<file path="config.mk">
export PLATFORM = sky130hd
export DESIGN_NAME = spi_cmd_ctrl
export DESIGN_NICKNAME = d
export VERILOG_FILES = /design/src/rtl/spi_cmd_pkg.sv /design/src/rtl/spi_cmd_wbuf.sv /design/src/rtl/spi_cmd_ctrl.sv
export SDC_FILE = /design/constraint.sdc
export NUM_CORES = 1
export LEC_CHECK = 0
export BUFFER_PORTS_ARGS = -buffer_cell sky130_fd_sc_hd__buf_2
export CAP_MARGIN = 10
export CORE_UTILIZATION = 50
export DETAILED_ROUTE_END_ITERATION = 10
export GPL_ROUTABILITY_DRIVEN = 0
export GPL_TIMING_DRIVEN = 0
export PLACE_DENSITY = 0.71
export SYNTH_ARGS = -nofsm -noshare
export SYNTH_HDL_FRONTEND = slang
export SYNTH_SLANG_ARGS = --single-unit
</file>
<file path="constraint.sdc">
create_clock -name Clk -period 2 [get_ports Clk]
set_input_delay 0.4 -clock Clk [delete_from_list [all_inputs] [get_ports Clk]]
set_output_delay 0.4 -clock Clk [all_outputs]
set_load 0.01 [all_outputs]
</file>
<file path="src/rtl/spi_cmd_pkg.sv">
// Shared definitions for the SPI command controller: parser states and opcodes.
package spi_cmd_pkg;

  typedef enum logic [2:0] {
    IDLE    = 3'd0,
    REG_IDX = 3'd1,
    REG_VAL = 3'd2,
    ADDR_HI = 3'd3,
    ADDR_LO = 3'd4,
    DATA    = 3'd5,
    DISCARD = 3'd6
  } state_e;

  localparam logic [7:0] OP_REG_WR = 8'h01;
  localparam logic [7:0] OP_MEM_WR = 8'h02;

endpackage

</file>
<file path="src/rtl/spi_cmd_wbuf.sv">
// Memory write port: one outstanding request plus a one-byte holding buffer.
// Ports:
//   Clk, Reset        clock, synchronous active-high reset
//   wr_i, addr_i,     byte to write and its address (one-cycle strobe)
//   data_i
//   mem_ack_i         memory accepts when mem_req_o && mem_ack_i
//   mem_req_o, mem_addr_o, mem_data_o   registered request, stable until accepted
//   full_c_o          a wr_i this cycle would be dropped (request stalled, buffer full)
//   req_next_c_o      next-cycle value of mem_req_o
module spi_cmd_wbuf #(
  parameter int unsigned ADDR_W = 16
) (
  input  logic              Clk,
  input  logic              Reset,
  input  logic              wr_i,
  input  logic [ADDR_W-1:0] addr_i,
  input  logic [7:0]        data_i,
  input  logic              mem_ack_i,
  output logic              mem_req_o,
  output logic [ADDR_W-1:0] mem_addr_o,
  output logic [7:0]        mem_data_o,
  output logic              full_c_o,
  output logic              req_next_c_o
);

  logic              req_q, req_d;
  logic [ADDR_W-1:0] addr_q, addr_d;
  logic [7:0]        data_q, data_d;
  logic              buf_v_q, buf_v_d;
  logic [ADDR_W-1:0] buf_addr_q, buf_addr_d;
  logic [7:0]        buf_data_q, buf_data_d;
  logic              accept;

  assign accept = req_q & mem_ack_i;

  // Output slot refills from the buffer first so byte order is preserved.
  always_comb begin
    req_d      = req_q;
    addr_d     = addr_q;
    data_d     = data_q;
    buf_v_d    = buf_v_q;
    buf_addr_d = buf_addr_q;
    buf_data_d = buf_data_q;
    if (!req_q || accept) begin
      if (buf_v_q) begin
        req_d      = 1'b1;
        addr_d     = buf_addr_q;
        data_d     = buf_data_q;
        buf_v_d    = wr_i;
        buf_addr_d = addr_i;
        buf_data_d = data_i;
      end else if (wr_i) begin
        req_d  = 1'b1;
        addr_d = addr_i;
        data_d = data_i;
      end else begin
        req_d = 1'b0;
      end
    end else if (wr_i && !buf_v_q) begin
      buf_v_d    = 1'b1;
      buf_addr_d = addr_i;
      buf_data_d = data_i;
    end
  end

  always_ff @(posedge Clk) begin
    if (Reset) begin
      req_q      <= 1'b0;
      addr_q     <= '0;
      data_q     <= '0;
      buf_v_q    <= 1'b0;
      buf_addr_q <= '0;
      buf_data_q <= '0;
    end else begin
      req_q      <= req_d;
      addr_q     <= addr_d;
      data_q     <= data_d;
      buf_v_q    <= buf_v_d;
      buf_addr_q <= buf_addr_d;
      buf_data_q <= buf_data_d;
    end
  end

  assign mem_req_o    = req_q;
  assign mem_addr_o   = addr_q;
  assign mem_data_o   = data_q;
  assign full_c_o     = req_q & buf_v_q & ~mem_ack_i;
  assign req_next_c_o = req_d;

endmodule

</file>
<file path="src/rtl/spi_cmd_ctrl.sv">
// SPI command parser: register writes (0x01) and memory burst writes (0x02).
// Ports:
//   Clk, Reset            clock, synchronous active-high reset
//   ByteValid, ByteIn     received SPI byte strobe and value
//   CSel                  chip select (high = frame inactive)
//   MemReq/MemAck, MemAddr, MemData   memory write handshake
//   RegWe, RegAddr, RegData           one-cycle register write strobe
//   Busy                  parser active or memory write outstanding
//   Error                 sticky; cleared by a new frame with a legal opcode
// Build option: define SPI_CMD_AUTOINC_EN to advance the memory address after
// every write; otherwise every data byte goes to the same address.
module spi_cmd_ctrl
  import spi_cmd_pkg::*;
#(
  parameter int unsigned ADDR_W = 16,
  parameter int unsigned REG_N  = 8
) (
  input  logic              Clk,
  input  logic              Reset,
  input  logic              ByteValid,
  input  logic [7:0]        ByteIn,
  input  logic              CSel,
  output logic              MemReq,
  input  logic              MemAck,
  output logic [ADDR_W-1:0] MemAddr,
  output logic [7:0]        MemData,
  output logic              RegWe,
  output logic [3:0]        RegAddr,
  output logic [7:0]        RegData,
  output logic              Busy,
  output logic              Error
);

  localparam logic [4:0] IDX_LIM = 5'(REG_N);

  state_e            state_q, state_d;
  logic              error_q, error_d;
  logic              reg_we_q, reg_we_d;
  logic [3:0]        reg_addr_q, reg_addr_d;
  logic [7:0]        reg_data_q, reg_data_d;
  logic [3:0]        idx_q, idx_d;
  logic [7:0]        hi_q, hi_d;
  logic [ADDR_W-1:0] addr_q, addr_d;
  logic              busy_q;
  logic              byte_ok;
  logic              wr_c;
  logic              full_c;
  logic              req_next_c;

  assign byte_ok = ByteValid & ~CSel;

  // Next-state and field capture; CSel high always returns to IDLE.
  always_comb begin
    state_d    = state_q;
    error_d    = error_q;
    reg_we_d   = 1'b0;
    reg_addr_d = reg_addr_q;
    reg_data_d = reg_data_q;
    idx_d      = idx_q;
    hi_d       = hi_q;
    addr_d     = addr_q;
    wr_c       = 1'b0;
    if (CSel) begin
      state_d = IDLE;
    end else if (byte_ok) begin
      case (state_q)
        IDLE: begin
          if (ByteIn == OP_REG_WR) begin
            state_d = REG_IDX;
            error_d = 1'b0;
          end else if (ByteIn == OP_MEM_WR) begin
            state_d = ADDR_HI;
            error_d = 1'b0;
          end else begin
            state_d = DISCARD;
            error_d = 1'b1;
          end
        end
        REG_IDX: begin
          if ({1'b0, ByteIn[3:0]} >= IDX_LIM) begin
            state_d = DISCARD;
            error_d = 1'b1;
          end else begin
            idx_d   = ByteIn[3:0];
            state_d = REG_VAL;
          end
        end
        REG_VAL: begin
          reg_we_d   = 1'b1;
          reg_addr_d = idx_q;
          reg_data_d = ByteIn;
          state_d    = DISCARD;
        end
        ADDR_HI: begin
          hi_d    = ByteIn;
          state_d = ADDR_LO;
        end
        ADDR_LO: begin
          addr_d  = ADDR_W'({hi_q, ByteIn});
          state_d = DATA;
        end
        DATA: begin
          wr_c = 1'b1;
          // Address advances only for bytes the write port actually takes.
          if (full_c) begin
            error_d = 1'b1;
          end else begin
`ifdef SPI_CMD_AUTOINC_EN
            addr_d = addr_q + ADDR_W'(1);
`else
            addr_d = addr_q;
`endif
          end
        end
        default: state_d = state_q;
      endcase
    end
  end

  always_ff @(posedge Clk) begin
    if (Reset) begin
      state_q    <= IDLE;
      error_q    <= 1'b0;
      reg_we_q   <= 1'b0;
      reg_addr_q <= '0;
      reg_data_q <= '0;
      idx_q      <= '0;
      hi_q       <= '0;
      addr_q     <= '0;
      busy_q     <= 1'b0;
    end else begin
      state_q    <= state_d;
      error_q    <= error_d;
      reg_we_q   <= reg_we_d;
      reg_addr_q <= reg_addr_d;
      reg_data_q <= reg_data_d;
      idx_q      <= idx_d;
      hi_q       <= hi_d;
      addr_q     <= addr_d;
      busy_q     <= (state_d != IDLE) | req_next_c;
    end
  end

  spi_cmd_wbuf #(.ADDR_W(ADDR_W)) u_wbuf (
    .Clk          (Clk),
    .Reset        (Reset),
    .wr_i         (wr_c),
    .addr_i       (addr_q),
    .data_i       (ByteIn),
    .mem_ack_i    (MemAck),
    .mem_req_o    (MemReq),
    .mem_addr_o   (MemAddr),
    .mem_data_o   (MemData),
    .full_c_o     (full_c),
    .req_next_c_o (req_next_c)
  );

  assign RegWe   = reg_we_q;
  assign RegAddr = reg_addr_q;
  assign RegData = reg_data_q;
  assign Busy    = busy_q;
  assign Error   = error_q;

endmodule

</file>
Word level (Yosys, flattened, before mapping)

Index checks and enable logic that the tools add are counted.

Logic and storage cells: 83
Register bits after elaboration: 96

Reduce and logical (&&, ||, !) cells: 17
Order comparisons: 1
Mux-type cells: 31
Eq/ne operators: 10
Bitwise gates (word level): 9

Operators by type and width:

| kind                 | number |
|---|---|
| $mux W16             | 5 |
| $mux W8              | 5 |
| $mux W3              | 5 |
| $pmux W3 S5          | 1 |
| $mux W1              | 14 |
| $reduce_and A3 Y1    | 3 |
| $eq A8 B1 Y1 const B | 1 |
| $eq A8 B2 Y1 const B | 1 |
| $eq A3 B2 Y1 const B | 2 |
| $eq A3 B3 Y1 const B | 2 |
| $reduce_bool A3 Y1   | 2 |
| $reduce_and A5 Y1    | 1 |
| $and A1 B1 Y1        | 4 |
| $ge A4 B4 Y1 const B | 1 |
| $ne A2 B2 Y1 const B | 2 |
| $not A1 Y1           | 4 |
| $reduce_and A2 Y1    | 2 |
| $reduce_and A4 Y1    | 1 |
| $reduce_bool A2 Y1   | 2 |
| $eq A3 B1 Y1 const B | 1 |
| $logic_not A3 Y1     | 1 |
| $pmux W1 S3          | 1 |
| $reduce_or A3 Y1     | 1 |
| $logic_not A1 Y1     | 2 |
| 4 further kinds      | 4 |

Depth between registers and ports, before layout

Depth after elaboration: 8
Mapped depth: 7

Cells and area by module

From an unflattened synthesis, not the netlist that was laid out.

Cells, all modules: 422
Area total of the unflattened synthesis: 4,100.2 um2

Modules (own cells, without submodules):

| module       | area an instance (um2) | times used | sequential area each (um2) | cells each |
|---|---|---|---|---|
| spi_cmd_wbuf | 2,328.5                | 1          | 1,001.0                    | 228 |
| spi_cmd_ctrl | 1,771.7                | 1          | 920.9                      | 194 |

Worst setup path after synthesis

No wires, ideal clock.

Kind: input port to flip-flop
Start point: input port ByteIn[3]
End point: register busy_q (netlist: Busy)
Library setup time: 0.134 ns
Stages: 5
Data arrival time: 1.587 ns
Required time: 1.866 ns
Path slack: 0.279 ns
Path through: buf_2 > nor4_2 > and3_1 > o32ai_1 > or4_1

Cells in the longest elaborated chain, start to end: 8
Elaborated cells on any way between the ends: 11
Those cells by class: order compare: 1; eq/ne: 2; mux: 6; bitwise: 1; reduce/logical: 1

RTL lines:

| element                | line                | source |
|---|---|---|
| from (decl)            | spi_cmd_ctrl.sv:21  | `input logic [7:0] ByteIn,` |
| $eq A8 B2 Y1           | spi_cmd_ctrl.sv:71  | `end else if (ByteIn == OP_MEM_WR) begin` |
| $mux W3                | spi_cmd_ctrl.sv:71  |  |
| $mux W3                | spi_cmd_ctrl.sv:68  | `if (ByteIn == OP_REG_WR) begin` |
| $pmux W3 S5 (*)        | spi_cmd_ctrl.sv:66  | `case (state_q)` |
| $mux W3 (*)            | spi_cmd_ctrl.sv:65  | `end else if (byte_ok) begin` |
| $mux W3 (*)            | spi_cmd_ctrl.sv:63  | `if (CSel) begin` |
| $reduce_bool A3 Y1 (*) | spi_cmd_ctrl.sv:140 | `busy_q <= (state_d != IDLE) \| req_next_c;` |
| $or A1 B1 Y1 (*)       | spi_cmd_ctrl.sv:140 |  |
| to (signal assigned)   | spi_cmd_ctrl.sv:140 |  |
| to (decl)              | spi_cmd_ctrl.sv:44  | `logic busy_q;` |

Mark *: on every way between the ends. The rest lies on a longest branch, timed or not.
A chain may end at the register's enable or synchronous reset.

Worst setup path after layout

Start point: register state_q[1]
End point: register u_wbuf.addr_q[15] (netlist: u_wbuf.mem_addr_o[15])

Cells in the longest elaborated chain, start to end: 6

RTL lines:

| element                      | line                | source |
|---|---|---|
| from (decl)                  | spi_cmd_ctrl.sv:36  | `state_e state_q, state_d;` |
| from (signal assigned)       | spi_cmd_ctrl.sv:132 | `state_q <= state_d;` |
| $eq A3 B3 Y1                 | spi_cmd_ctrl.sv:66  |  |
| $mux W1                      | spi_cmd_ctrl.sv:66  |  |
| $mux W1                      | spi_cmd_ctrl.sv:65  |  |
| $mux W1                      | spi_cmd_ctrl.sv:63  |  |
| $reduce_bool A2 Y1 (no line) | --                  |  |
| $reduce_and A2 Y1 (no line)  | --                  |  |
| to (signal assigned)         | spi_cmd_wbuf.sv:76  | `addr_q <= addr_d;` |
| to (decl)                    | spi_cmd_wbuf.sv:27  | `logic [ADDR_W-1:0] addr_q, addr_d;` |

Every way passes these cells.

==> run metrics <==
outcome=finished clean; CTS tree=built; final wirelength=approximately 9 mm; Finish-stage setup viols=0; n_diodes=0; Power per Cell Area=between 700 and 800 mW/mm^2; Synth top area share=approximately 47%; synthesized area=0.00406 sq mm; number of DRC markers in iteration 0=roughly 160; Resized cells post-CTS=0; # rows=32; Worst-path clk slew=80 ps; DRC=0; largest net degree at the start of global routing=15; DP HPWL=between 6 and 7 mm; grt met2 use=38.1%; Seq/Total Area, Yosys=a little under half; total setup buffers inserted after CTS=0; ANT nets after route=0; crit path DAT=2070 ps; total grt overflow=0; port buffer count=49; mean post-synth cell area=a little under 10 sq um; slew margin rel.=around half; die span in x=92.1 um; Mapped Cells=420; syn nets=about 430; die height=a little over 90 um; Syn-to-layout area delta=14.7%; CTS buffer count=9; RSZ-0062 raised after global routing=false; Critical Path RT=2230 ps; fin util=around three fifths; H-tree depth=3; M3 GR Usage=4.06%; Leakage=about 1.9 nW; Total Neg Setup Slack=0 ps; Worst Setup End Kind=flop; Most Used Layer, Global Route=met2; Non-Filler Instances=slightly below 600; Area contributors post-synth=dfxtp_1 47%, mux2i_1 17%, nand2b_1 7.7%; area leader, netlist=dfxtp_1; WL per Instance=between 15 and 20 um; worst-margin pin slew=769 ps; footprint of the multi-input gates=0.00194 sq mm; initial antenna violation count=0; crit path time final=1840 ps; met1 usage=between 20 and 30%; CTS Root Cell=clkbuf_8; top-count cell post-synth=dfxtp_1; WS Path Type=flop to flop; core area=slightly below 0.008 sq mm; critical path launch point type=flop; count of flip-flops with a built-in enable after synthesis=0; nets=between 400 and 500; I/O pins=53; synth cell count leaders=96 x dfxtp_1, 68 x mux2i_1, 50 x nand2b_1; max_cap viols=0; Skew-Pair Late Insertion Delay=approximately 360 ps; Pre-antenna DRT Iters=4; unique cell type count in the Yosys netlist=39; Initial Utilization=~52%; total number of vias=approximately 3100; Tot Pwr=3.48 mW; Inst Count DP=571; fmax=544 MHz; Max rail drop VDD=roughly 430 uV; max-slew violation count=0; Synth Flop Type=dfxtp_1; share of post-route cells with drive strength above 1=between 10% and 20%; Yosys warnings=0; # clock sinks=96; Die ar.=between 0.008 and 0.009 sq mm; global-route wire length before repair=roughly 15 mm; synthesis-stage register bit count=between 90 and 100; register area=between 0.0015 and 0.002 sq mm; Max Root-Sink Buffers=2; crit-path max FO=10; Fillers=724; via count of the first global-routing pass=about 3000; part of the cycle the worst path needs=around nine tenths; final hold viol count=0; vias per cell=around 5.4; GRT Resource Usage Total=between 20% and 30%; Fin Clk Skew=5.41 ps; Async SR Flop Fraction=0%; Hold Crit Class=input port to flop; Hold-fix buffers, CTS=0
## registers in the layout, summed over array words and instances (netlist names), 3 cells and up
register           cells
RegAddr                4
RegData                8
addr_q                16
hi_q                   8
idx_q                  4
state_q                3
u_wbuf.buf_addr_q     16
u_wbuf.buf_data_q      8
u_wbuf.mem_addr_o     16
u_wbuf.mem_data_o      8
## where the power goes
group / internal [mW] / switching, mW / total, mW
registers: 1.92 / 0.0129 / 1.94
clock network: 0.726 / 0.633 / 1.36
logic: 0.0696 / 0.116 / 0.186
total: 2.72 / 0.762 / 3.48
## critical path: stages, from the launching register on
cell	delay (ps)
dfxtp_1	320
buf_6	130
or3b_4	430
o21bai_4	220
and2_1	150
buf_2	190
buf_4	200
a211oi_1	80
## kinds of logic (layout without fill, tap and decap cells)
logic type / count (synthesis) / after routing / share of synthesized area, %
simple gates: 136 / 136 / 18.1
flops: 96 / 96 / 47.3
xor+xnor: 1 / 1 / 0.216
mux: 69 / 69 / 17.3
buf+inv: 38 / 102 / 4.84
compound gates: 80 / 80 / 12.2
## cell usage in the layout, fill, tap and decap left out, drive strengths merged, types with 2 or more instances in the layout
| cell type | netlist | layout |
|---|---|---|
| bufinv | 0 | 2 |
| a21oi | 46 | 46 |
| and3 | 3 | 3 |
| o21ai | 2 | 2 |
| nor3b | 3 | 3 |
| nand4b | 2 | 2 |
| nand3 | 5 | 5 |
| nand2b | 50 | 50 |
| dfxtp | 96 | 96 |
| nor2 | 24 | 24 |
| mux2i | 69 | 69 |
| a211oi | 25 | 25 |
| nand2 | 37 | 37 |
| buf | 19 | 71 |
| clkbuf | 18 | 27 |
| nor2b | 3 | 3 |
## metrics by stage
step	area [sq um]	hold slack [ps]	worst slack [ps]
floorplan	4060	432	279
global placement	4430	440	-9.81
detailed placement	4430	447	-49.1
CTS	4640	333	64.8
global route	4660	352	7.57
finish	4660	347	162
## worst paths after layout
| path | startpoint | end | slack (ps) | cells after the start |
|---|---|---|---|---|
| hold / removal | CSel | state_q[2] | 350 | 2 |
| setup / recovery | state_q[1] | u_wbuf.mem_addr_o[15] | 160 | 7 |
| hold reg to reg | hi_q[7] | addr_q[15] | 460 | 2 |
| setup reg to reg | state_q[1] | u_wbuf.mem_addr_o[15] | 160 | 7 |
## layout make-up
type | instances | area share, %
clock inverter | 3 | 1.45
multi-input combinational | 286 | 41.7
tap | 102 | 2.74
timing repair buffer | 52 | 5.75
sequential | 96 | 41.3
inverter | 1 | 0.0806
buffer | 35 | 3.98
clock buffer | 11 | 3.04
## routing by layer
layer | share of wire, % | wire (um)
met5 | 0 | 0
met4 | 1.0 | 94
met3 | 3.6 | 328
met2 | 48 | 4360
met1 | 47 | 4260
Note: power is estimated with default switching activity, not from simulation.
